`src/rtl/scan_sequencer.sv`:
```
// scan_sequencer: programs AFE gain/offset over 3-wire serial, then runs CCD integrate/transfer/readout lines.
// Optional build macro SCAN_RECONFIG_EN: reprogram the AFE between lines when gain/offset inputs change.
module scan_sequencer #(
    parameter int unsigned SPI_DIV     = 4,
    parameter int unsigned INT_CYCLES  = 10000,
    parameter int unsigned SH_CYCLES   = 8,
    parameter int unsigned PIX_DIV     = 4,
    parameter int unsigned LINE_PIXELS = 2048,
    parameter int unsigned NUM_LINES   = 4096
) (
    input  logic        clk_100M,
    input  logic        nrst,
    input  logic        cont_en,
    input  logic [15:0] cont_gain,
    input  logic [15:0] cont_off,
    input  logic        line_rdy,
    output logic        afe_sclk,
    output logic        afe_sdata,
    output logic        afe_sload,
    output logic        ccd_sh,
    output logic        pix_valid,
    output logic        line_start,
    output logic [15:0] line_cnt,
    output logic        scan_busy,
    output logic        scan_done
);
    localparam int unsigned CNT_MAX   = (INT_CYCLES > SH_CYCLES) ? INT_CYCLES : SH_CYCLES;
    localparam int unsigned CW        = $clog2(CNT_MAX) + 1;
    localparam int unsigned SDW       = $clog2(SPI_DIV) + 1;
    localparam int unsigned PDW       = $clog2(PIX_DIV) + 1;
    localparam int unsigned PCW       = $clog2(LINE_PIXELS + 1) + 1;
    localparam logic [15:0] LAST_LINE = 16'(NUM_LINES);

    typedef enum logic [2:0] {
        IDLE, CFG_GAIN, CFG_OFF, INTEGRATE, SH, READOUT, WAIT_RDY, DONE
    } state_t;

    state_t         state;
    logic           en_q, en_prev;
    logic [15:0]    gain_sh, off_sh;
    logic [CW-1:0]  cnt;
    logic [SDW-1:0] spi_div_cnt;
    logic [5:0]     half_cnt;
    logic [23:0]    shreg;
    logic [PDW-1:0] pix_div_cnt;
    logic [PCW-1:0] pix_cnt;

    logic           spi_div_last, frame_end, last_line;
    logic [5:0]     half_next;
    logic [15:0]    line_cnt_next;
    logic [23:0]    start_frame, gain_frame, off_frame;

`ifdef SCAN_RECONFIG_EN
    logic           reconfig_pend;
    logic           cfg_changed;
    assign cfg_changed = (gain_sh != cont_gain) || (off_sh != cont_off);
`endif

    // Frame timeline in half-bit steps: halves 0..47 carry 24 bits (even=sclk low), half 48 is the gap.
    always_comb begin
        spi_div_last  = (spi_div_cnt == SDW'(SPI_DIV - 1));
        half_next     = spi_div_last ? half_cnt + 6'd1 : half_cnt;
        frame_end     = spi_div_last && (half_cnt == 6'd48);
        line_cnt_next = line_cnt + 16'd1;
        last_line     = (NUM_LINES != 0) && (line_cnt_next == LAST_LINE);
        start_frame   = {8'h01, cont_gain};
        gain_frame    = {8'h01, gain_sh};
        off_frame     = {8'h02, off_sh};
    end

    always_ff @(posedge clk_100M or negedge nrst) begin
        if (!nrst) begin
            state       <= IDLE;
            en_q        <= 1'b1;   // seeded high so a level-high enable out of reset is not an edge
            en_prev     <= 1'b1;
            gain_sh     <= '0;
            off_sh      <= '0;
            cnt         <= '0;
            spi_div_cnt <= '0;
            half_cnt    <= '0;
            shreg       <= '0;
            pix_div_cnt <= '0;
            pix_cnt     <= '0;
            afe_sclk    <= 1'b0;
            afe_sdata   <= 1'b0;
            afe_sload   <= 1'b1;
            ccd_sh      <= 1'b0;
            pix_valid   <= 1'b0;
            line_start  <= 1'b0;
            line_cnt    <= '0;
            scan_busy   <= 1'b0;
            scan_done   <= 1'b0;
`ifdef SCAN_RECONFIG_EN
            reconfig_pend <= 1'b0;
`endif
        end else begin
            en_q       <= cont_en;
            en_prev    <= en_q;
            pix_valid  <= 1'b0;
            line_start <= 1'b0;
            case (state)
                IDLE: begin
                    if (en_q && !en_prev) begin
                        gain_sh     <= cont_gain;
                        off_sh      <= cont_off;
                        line_cnt    <= '0;
                        scan_busy   <= 1'b1;
                        state       <= CFG_GAIN;
                        afe_sload   <= 1'b0;
                        afe_sclk    <= 1'b0;
                        afe_sdata   <= start_frame[23];
                        shreg       <= {start_frame[22:0], 1'b0};
                        spi_div_cnt <= '0;
                        half_cnt    <= '0;
`ifdef SCAN_RECONFIG_EN
                        reconfig_pend <= 1'b0;
`endif
                    end
                end
                CFG_GAIN, CFG_OFF: begin
                    if (frame_end) begin
                        if (!en_q) begin
                            state     <= IDLE;
                            scan_busy <= 1'b0;
                        end else if (state == CFG_GAIN) begin
                            state       <= CFG_OFF;
                            afe_sload   <= 1'b0;
                            afe_sclk    <= 1'b0;
                            afe_sdata   <= off_frame[23];
                            shreg       <= {off_frame[22:0], 1'b0};
                            spi_div_cnt <= '0;
                            half_cnt    <= '0;
                        end else begin
                            state <= INTEGRATE;
                            cnt   <= '0;
                        end
                    end else begin
                        spi_div_cnt <= spi_div_last ? '0 : spi_div_cnt + 1'b1;
                        half_cnt    <= half_next;
                        afe_sclk    <= half_next[0];
                        afe_sload   <= (half_next == 6'd48);
                        if (spi_div_last && !half_next[0]) begin
                            if (half_next == 6'd48) begin
                                afe_sdata <= 1'b0;
                            end else begin
                                afe_sdata <= shreg[23];
                                shreg     <= {shreg[22:0], 1'b0};
                            end
                        end
                    end
                end
                INTEGRATE: begin
                    if (!en_q) begin
                        state     <= IDLE;
                        scan_busy <= 1'b0;
                    end else if (cnt == CW'(INT_CYCLES - 1)) begin
                        state  <= SH;
                        ccd_sh <= 1'b1;
                        cnt    <= '0;
                    end else begin
                        cnt <= cnt + 1'b1;
                    end
                end
                SH: begin
                    if (!en_q) begin
                        state     <= IDLE;
                        scan_busy <= 1'b0;
                        ccd_sh    <= 1'b0;
                    end else if (cnt == CW'(SH_CYCLES - 1)) begin
                        state       <= READOUT;
                        ccd_sh      <= 1'b0;
                        pix_valid   <= 1'b1;
                        line_start  <= 1'b1;
                        pix_cnt     <= PCW'(1);
                        pix_div_cnt <= '0;
                    end else begin
                        cnt <= cnt + 1'b1;
                    end
                end
                READOUT: begin
                    if (pix_div_cnt == PDW'(PIX_DIV - 1)) begin
                        pix_div_cnt <= '0;
                        if (pix_cnt == PCW'(LINE_PIXELS)) begin
                            // Line always completes; cont_en is only honoured at the line boundary.
                            line_cnt <= line_cnt_next;
                            if (last_line) begin
                                state     <= DONE;
                                scan_busy <= 1'b0;
                                scan_done <= 1'b1;
                            end else if (!en_q) begin
                                state     <= IDLE;
                                scan_busy <= 1'b0;
                            end else begin
                                state <= WAIT_RDY;
`ifdef SCAN_RECONFIG_EN
                                if (cfg_changed) begin
                                    gain_sh       <= cont_gain;
                                    off_sh        <= cont_off;
                                    reconfig_pend <= 1'b1;
                                end
`endif
                            end
                        end else begin
                            pix_valid <= 1'b1;
                            pix_cnt   <= pix_cnt + 1'b1;
                        end
                    end else begin
                        pix_div_cnt <= pix_div_cnt + 1'b1;
                    end
                end
                WAIT_RDY: begin
                    if (!en_q) begin
                        state     <= IDLE;
                        scan_busy <= 1'b0;
                    end else if (line_rdy) begin
`ifdef SCAN_RECONFIG_EN
                        if (reconfig_pend) begin
                            reconfig_pend <= 1'b0;
                            state         <= CFG_GAIN;
                            afe_sload     <= 1'b0;
                            afe_sclk      <= 1'b0;
                            afe_sdata     <= gain_frame[23];
                            shreg         <= {gain_frame[22:0], 1'b0};
                            spi_div_cnt   <= '0;
                            half_cnt      <= '0;
                        end else begin
                            state <= INTEGRATE;
                            cnt   <= '0;
                        end
`else
                        state <= INTEGRATE;
                        cnt   <= '0;
`endif
                    end
                end
                DONE: begin
                    if (!en_q) begin
                        state     <= IDLE;
                        scan_done <= 1'b0;
                    end
                end
                default: state <= IDLE;
            endcase
        end
    end
endmodule

```
`config.mk`:
```
export PLATFORM = sky130hd
export DESIGN_NAME = scan_sequencer
export DESIGN_NICKNAME = d
export VERILOG_FILES = /design/src/rtl/scan_sequencer.sv
export SDC_FILE = /design/constraint.sdc
export NUM_CORES = 1
export LEC_CHECK = 0
export ABC_CLOCK_PERIOD_IN_PS = 3700
export CAP_MARGIN = 5
export CORE_MARGIN = 5
export CORE_UTILIZATION = 51
export DETAILED_ROUTE_END_ITERATION = 6
export HOLD_SLACK_MARGIN = 0.03
export PLACE_DENSITY = 0.72
export SYNTH_ARGS = -nofsm -noshare
export SYNTH_HDL_FRONTEND = slang
export SYNTH_SLANG_ARGS = --single-unit
```
`constraint.sdc`:
```
create_clock -name clk_100M -period 3.7 [get_ports clk_100M]
set_input_delay 0.555 -clock clk_100M [delete_from_list [all_inputs] [get_ports clk_100M]]
set_output_delay 0.555 -clock clk_100M [all_outputs]
set_load 0.02 [all_outputs]
```
==> impl_metrics.env, run 1 <==
export IMPL_grt_pass1_wl_um=22700
export IMPL_finalHoldViolCount=0
export IMPL_multi_input_area_um2=3170
export IMPL_async_flop_share_pct=100
export IMPL_antenna_found_initial=0
export IMPL_design_area_um2=7070
export IMPL_cpPeakStageDelay_ps=760
export IMPL_fp_dieW_um=120
export IMPL_reg2reg_slack_ps=1050
export IMPL_overflow=0
export IMPL_ioPinCount=60
export IMPL_maxCapViolCount=0
export IMPL_setup_viol=0
export IMPL_cts_sinks=107
export IMPL_min_period_over_period_pct=71.7
export IMPL_place_area_um2=6780
export IMPL_rows=40
export IMPL_rsz0062_at_grt="no"
export IMPL_rr_worst_depth=6
export IMPL_power_density_nw_per_um2=583
export IMPL_cts_root_buf="clkbuf_16"
export IMPL_dr_pass1_iters=4
export IMPL_syn_nets=675
export IMPL_post_place_ws_ps=1050
export IMPL_post_route_drc_count=0
export IMPL_cts_setup_buffers=0
export IMPL_hold_slack_ps=412
export IMPL_coreArea_um2=11900
export IMPL_htree_levels=3
export IMPL_reg2reg_from="state[2]"
export IMPL_drive_gt1_share_pct=13.1
export IMPL_synth_distinct_cells=75
export IMPL_slew_headroom_pct=25.6
export IMPL_setup_slack_ps=1050
export IMPL_viasPerCell=5.78
export IMPL_nets=721
export IMPL_worstPathRequired_ps=3980
export IMPL_crit_fanout=21
export IMPL_skew_ps=8.69
export IMPL_start_kind="flip-flop"
export IMPL_clk_latency_ps=350
export IMPL_yosysWarnings=0
export IMPL_leakagePower_nw=3.00
export IMPL_critPathSlowestCell="dfrtp_1"
export IMPL_synthCells=629
export IMPL_r2r_end="pix_cnt[8]"
export IMPL_n_fill_cell=1022
export IMPL_synth_seq_area_share_pct=43.8
export IMPL_hp_class="in2async"
export IMPL_arrival_ps=2930
export IMPL_cp_cell_sequence="nand3b_2 > a311oi_4 > and4_1 > nand3_1 > xor2_1 > nor2_1"
export IMPL_grt_max_degree=91
export IMPL_grt_pass1_vias=4770
export IMPL_ir_drop_uv=386
export IMPL_finalWirelength_um=13300
export IMPL_syn_area_um2=6130
export IMPL_drt_initial_drc_count=322
export IMPL_antennaDiodeCount=0
export IMPL_post_cts_resized=0
export IMPL_fin_tns_setup_ps=0
export IMPL_ant_nets=0
export IMPL_setup_worst_path_class="reg2reg"
export IMPL_cp_buffers_inverters=0
export IMPL_syn2layout_area_growth_pct=15.5
export IMPL_status="finished, final reports clean"
export IMPL_timing_fmax_ghz=0.377
export IMPL_initial_core_util_pct=51.4
export IMPL_syn_mean_instance_area_um2=9.74
export IMPL_worst_pin_slew_ps=1120
export IMPL_tritoncts="built"
export IMPL_die_area_um2=14300
export IMPL_power_mw=4.12
export IMPL_final_common_cell="dfrtp_1"
export IMPL_crit_cells=6
export IMPL_grt_use_total_pct=19.4
export IMPL_ys_flop_type="dfrtp_1"
export IMPL_vias=4774
export IMPL_seq_area_um2=2680
export IMPL_drv_slew=0
export IMPL_gp_congestion=0.852
export IMPL_synth_edff_count=0
export IMPL_numCtsBuffers=9
export IMPL_period_minus_slack_ps=2650
export IMPL_place_port_buffers=59
export IMPL_clkTransAtPathRegs_ps=70
export IMPL_final_cell_mix="dfrtp_1, nand2_1, nor2_1"
export IMPL_crit_family="simple AND/OR/NAND/NOR gates"
export IMPL_fp_dieH_um=120
export IMPL_wl_per_cell_um=16.1
export IMPL_endpoint_kind="flip-flop"
export IMPL_dp_hpwl_um=9070
export IMPL_holdBufCountCts=0
export IMPL_ys_ff_latch=107
export IMPL_clock_tree_buffer_depth=2
state kept, by name, summed over array words and instances, names as in the netlist, 3 cells and up:
name         cells
state            3
pix_div_cnt      3
line_cnt        16
off_sh          16
shreg           23
pix_cnt         13
cnt             15
half_cnt         6
spi_div_cnt      3
cell families after synthesis:
| family | synth area share [%] |
|---|---|
| buffers and inverters | 4.49 |
| flip-flops | 43.8 |
| XOR/XNOR | 3.43 |
| AO/OA/AOI/OAI | 13.6 |
| adder cells (fa/ha/maj) | 2.21 |
| AND/OR/NAND/NOR | 23.7 |
| multiplexers | 8.78 |
where the power goes:
group          internal (mW)  switching (mW)
clock network          0.540           0.428
registers               1.43           0.212
logic                  0.766           0.748
total                   2.73            1.39
synth_stat cells (16+ instances only):
library cell | count | area [µm²]
dfrtp_1 | 104 | 2600
nand2_1 | 75 | 282
nor2_1 | 67 | 251
nand3_1 | 27 | 135
o21ai_0 | 22 | 110
a31oi_1 | 20 | 125
inv_1 | 19 | 71.3
mux2_2 | 19 | 214
a21oi_1 | 16 | 80.1
clkbuf_1 | 16 | 60.1
mux2_4 | 16 | 240
o21ai_1 | 16 | 80.1
layout make-up:
cell class / instances / share of cell area [%]
clock buffer: 11 / 3.43
clock inverter: 4 / 0.725
inverter: 21 / 1.11
multi-input combinational: 467 / 44.8
timing repair buffer: 69 / 9.38
tap: 147 / 2.60
sequential: 107 / 37.9
how the worst max path moves through the flow:
stage	startpoint	slack [ps]	end
2_1_floorplan	line_cnt[0]	1380	state[0]
3_3_place_gp	half_cnt[0]	1120	shreg[1]
3_5_place_dp	half_cnt[0]	1050	shreg[23]
4_1_cts	half_cnt[0]	1040	shreg[23]
5_1_grt	state[2]	770	pix_cnt[7]
6_report	state[2]	1050	pix_cnt[8]
routing by layer:
metal  part of all wire (%)  wire length (µm)  up-vias  global-route usage, %
li1                       -                 -     2343                      -
met4                    1.8               235        0                   6.51
met3                    4.8               637       16                   4.62
met2                     48              6440       94                   33.2
met1                     45              5980     2321                   24.1
met5                      0                 0        -                      0
per-stage QoR:
step                std cells  util, %
floorplan                 629        -
global placement          811     56.9
detailed placement        811     56.9
CTS                       826     59.4
global route              826     59.4
finish                    826     59.4
worst register-to-register path: stages (launching register included):
cell,delay [ps]
dfrtp_1,760
nand3b_2,500
a311oi_4,580
and4_1,360
nand3_1,120
xor2_1,150
nor2_1,100
(Power assumes the default switching activity.)
==> run 2, diff against run 1 <==
--- a/config.mk
+++ b/config.mk
@@ -5,13 +5,13 @@
 export SDC_FILE = /design/constraint.sdc
 export NUM_CORES = 1
 export LEC_CHECK = 0
-export ABC_CLOCK_PERIOD_IN_PS = 3700
+export ABC_CLOCK_PERIOD_IN_PS = 2200
 export CAP_MARGIN = 5
 export CORE_MARGIN = 5
 export CORE_UTILIZATION = 51
 export DETAILED_ROUTE_END_ITERATION = 6
 export HOLD_SLACK_MARGIN = 0.03
-export PLACE_DENSITY = 0.72
+export PLACE_DENSITY = 0.75
 export SYNTH_ARGS = -nofsm -noshare
 export SYNTH_HDL_FRONTEND = slang
 export SYNTH_SLANG_ARGS = --single-unit
==> constraint.sdc (replaced) <==
create_clock -name clk_100M -period 2.2 [get_ports clk_100M]
set_input_delay 0.33 -clock clk_100M [delete_from_list [all_inputs] [get_ports clk_100M]]
set_output_delay 0.33 -clock clk_100M [all_outputs]
set_load 0.02 [all_outputs]
==> run 2 against run 1 <==
The flow now finishes with violations (negative setup slack). Global-route usage rose by 1.9 points. Cell area rose by 10%. Sequential cell count did not move. Register-to-register slack got worse by 1100 ps. Worst hold slack got worse by 37 ps. Clock skew rose by 2.3 ps. Combinational power rose by 120%. Non-clock buffer count rose by 65. Die area did not move. Wire length rose by 12%. Via count rose by 8.6%. Critical path type unchanged.
==> impl_metrics.env, run 2 (synthesis gave the netlist of run 1 again) <==
export IMPL_final_cell_mix="dfrtp_1, nand2_1, buf_4"
export IMPL_status="finished with violations"
export IMPL_ir_drop_uv=578
export IMPL_nets=787
export IMPL_ant_nets=0
export IMPL_skew_ps=11.0
export IMPL_seqPwrFrac_pct=35.4
export IMPL_drive_gt1_share_pct=24.9
export IMPL_clkPwrFrac_pct=21.8
export IMPL_endpoint_kind="flip-flop"
export IMPL_crit_fanout=10
export IMPL_clkTransAtPathRegs_ps=70
export IMPL_coreArea_um2=11900
export IMPL_grt_pass1_vias=5332
export IMPL_ioPinCount=60
export IMPL_largest_reg_flops=23
export IMPL_hold_slack_ps=374
export IMPL_largestRegisters="shreg x23, line_cnt x16, off_sh x16"
export IMPL_slew_headroom_pct=59.5
export IMPL_finalNonFillerCells=893
export IMPL_cpPeakStageDelay_ps=410
export IMPL_cts_root_buf="clkbuf_16"
export IMPL_cp_cell_sequence="inv_1 > ha_1 > and3b_2 > nand2_1 > a32oi_2 > nor3b_4 > buf_12 > mux2_4"
export IMPL_fin_tns_setup_ps=-969
export IMPL_grt_pass1_wl_um=25200
export IMPL_drt_initial_drc_count=441
export IMPL_leakagePower_nw=3.39
export IMPL_htree_levels=3
export IMPL_fp_dieW_um=120
export IMPL_top_register="shreg"
export IMPL_rows=40
export IMPL_syn2layout_area_growth_pct=27.4
export IMPL_dr_pass1_iters=5
export IMPL_wl_per_cell_um=16.7
export IMPL_fp_dieH_um=120
export IMPL_clk_latency_ps=360
export IMPL_viasPerCell=5.80
export IMPL_setup_worst_path_class="reg2reg"
export IMPL_power_mw=7.60
export IMPL_setup_viol=18
export IMPL_period_minus_slack_ps=2270
export IMPL_dp_cells=862
export IMPL_power_density_nw_per_um2=974
export IMPL_numCtsBuffers=9
export IMPL_violations="negative setup slack"
export IMPL_hp_class="in2reg"
export IMPL_timing_fmax_ghz=0.441
export IMPL_gp_congestion=0.844
export IMPL_antennaDiodeCount=0
export IMPL_switching_share_pct=33.8
export IMPL_antenna_found_initial=0
export IMPL_grt_use_total_pct=21.3
export IMPL_cts_sinks=107
export IMPL_dp_hpwl_um=10200
export IMPL_clock_tree_buffer_depth=2
export IMPL_min_period_over_period_pct=103
export IMPL_start_kind="flip-flop"
export IMPL_worst_pin_slew_ps=607
export IMPL_tritoncts="built"
export IMPL_maxCapViolCount=0
export IMPL_vias=5183
export IMPL_p_switching_mw=2.57
export IMPL_die_area_um2=14300
export IMPL_overflow=0
export IMPL_place_port_buffers=59
export IMPL_arrival_ps=2510
export IMPL_setup_slack_ps=-69.4
export IMPL_post_place_ws_ps=-133
export IMPL_post_route_drc_count=0
export IMPL_final_common_cell="dfrtp_1"
export IMPL_comb_power_share_pct=42.8
export IMPL_finalWirelength_um=14900
export IMPL_critPathSlowestCell="dfrtp_1"
export IMPL_finalHoldViolCount=0
export IMPL_initial_core_util_pct=51.4
export IMPL_drv_slew=0
export IMPL_worstPathRequired_ps=2440
export IMPL_p_int_mw=5.04
export IMPL_grt_max_degree=50
export IMPL_rsz0062_at_grt="yes"
run 2: final cells by class:
cell class | count | area [µm²]
fill | 930 | 4110
multi-input combinational | 468 | 3350
sequential | 107 | 2690
timing repair buffer | 134 | 1210
clock buffer | 10 | 239
tap | 147 | 184
inverter | 21 | 78.8
clock inverter | 6 | 65.1
run 2: path summary, 6_finish.rpt:
path / cells past startpoint / startpoint / endpoint / slack (ps)
max: 8 / half_cnt[1] / shreg[4] / -70
min: 1 / cont_en / en_q / 370
max reg2reg: 8 / half_cnt[1] / shreg[4] / -70
min reg2reg: 2 / afe_sload / afe_sload / 460
max in group asynchronous: 3 / nrst / line_cnt[1] / 960
min in group asynchronous: 2 / nrst / off_sh[10] / 430
run 2: repair_timing:
item | in CTS | in global routing
buffers inserted | 4 | 10
pin swaps | 3 | 5
hold buffers | 1 | 0
cloned | 0 | 1
hold endpoints to repair | 23 | 0
endpoints found under the setup margin | 32 | 54
resized for setup | 3 | 34
run 2: worst max-delay path, delay by kind of cell, from the launching register on:
kind | cells | cell delay, ps
AO/OA/AOI/OAI | 1 | 190
adder cells (fa/ha/maj) | 1 | 190
buffers and inverters | 2 | 260
flip-flops | 1 | 410
multiplexers | 1 | 300
AND/OR/NAND/NOR | 3 | 800
run 2: through the flow:
step           utilization, %  cell area, µm²
6_report                 65.5            7810
5_1_grt                  65.5            7810
4_1_cts                  63.4            7550
3_5_place_dp             60.5            7210
3_3_place_gp             60.5            7210
2_1_floorplan               -            6130
run 2: layer usage:
layer  GRT usage, %  up-vias  routed length, µm  share of wire [%]
met1           26.5     2532               6390                 43
met3           5.37       25                723                4.8
met2           36.7      131               7580                 51
li1               -     2495                  -                  -
met4           6.01        0                248                1.7
met5              0        -                  0                  0
run 2: power groups by stage:
stage               Sequential (mW)  Clock (mW)  Combinational (mW)
floorplan                      2.64           0                2.19
global placement               2.69           0                2.90
detailed placement             2.71           0                3.00
CTS                            2.69        1.69                3.04
global route                   2.75        1.79                3.54
finish                         2.69        1.65                3.26
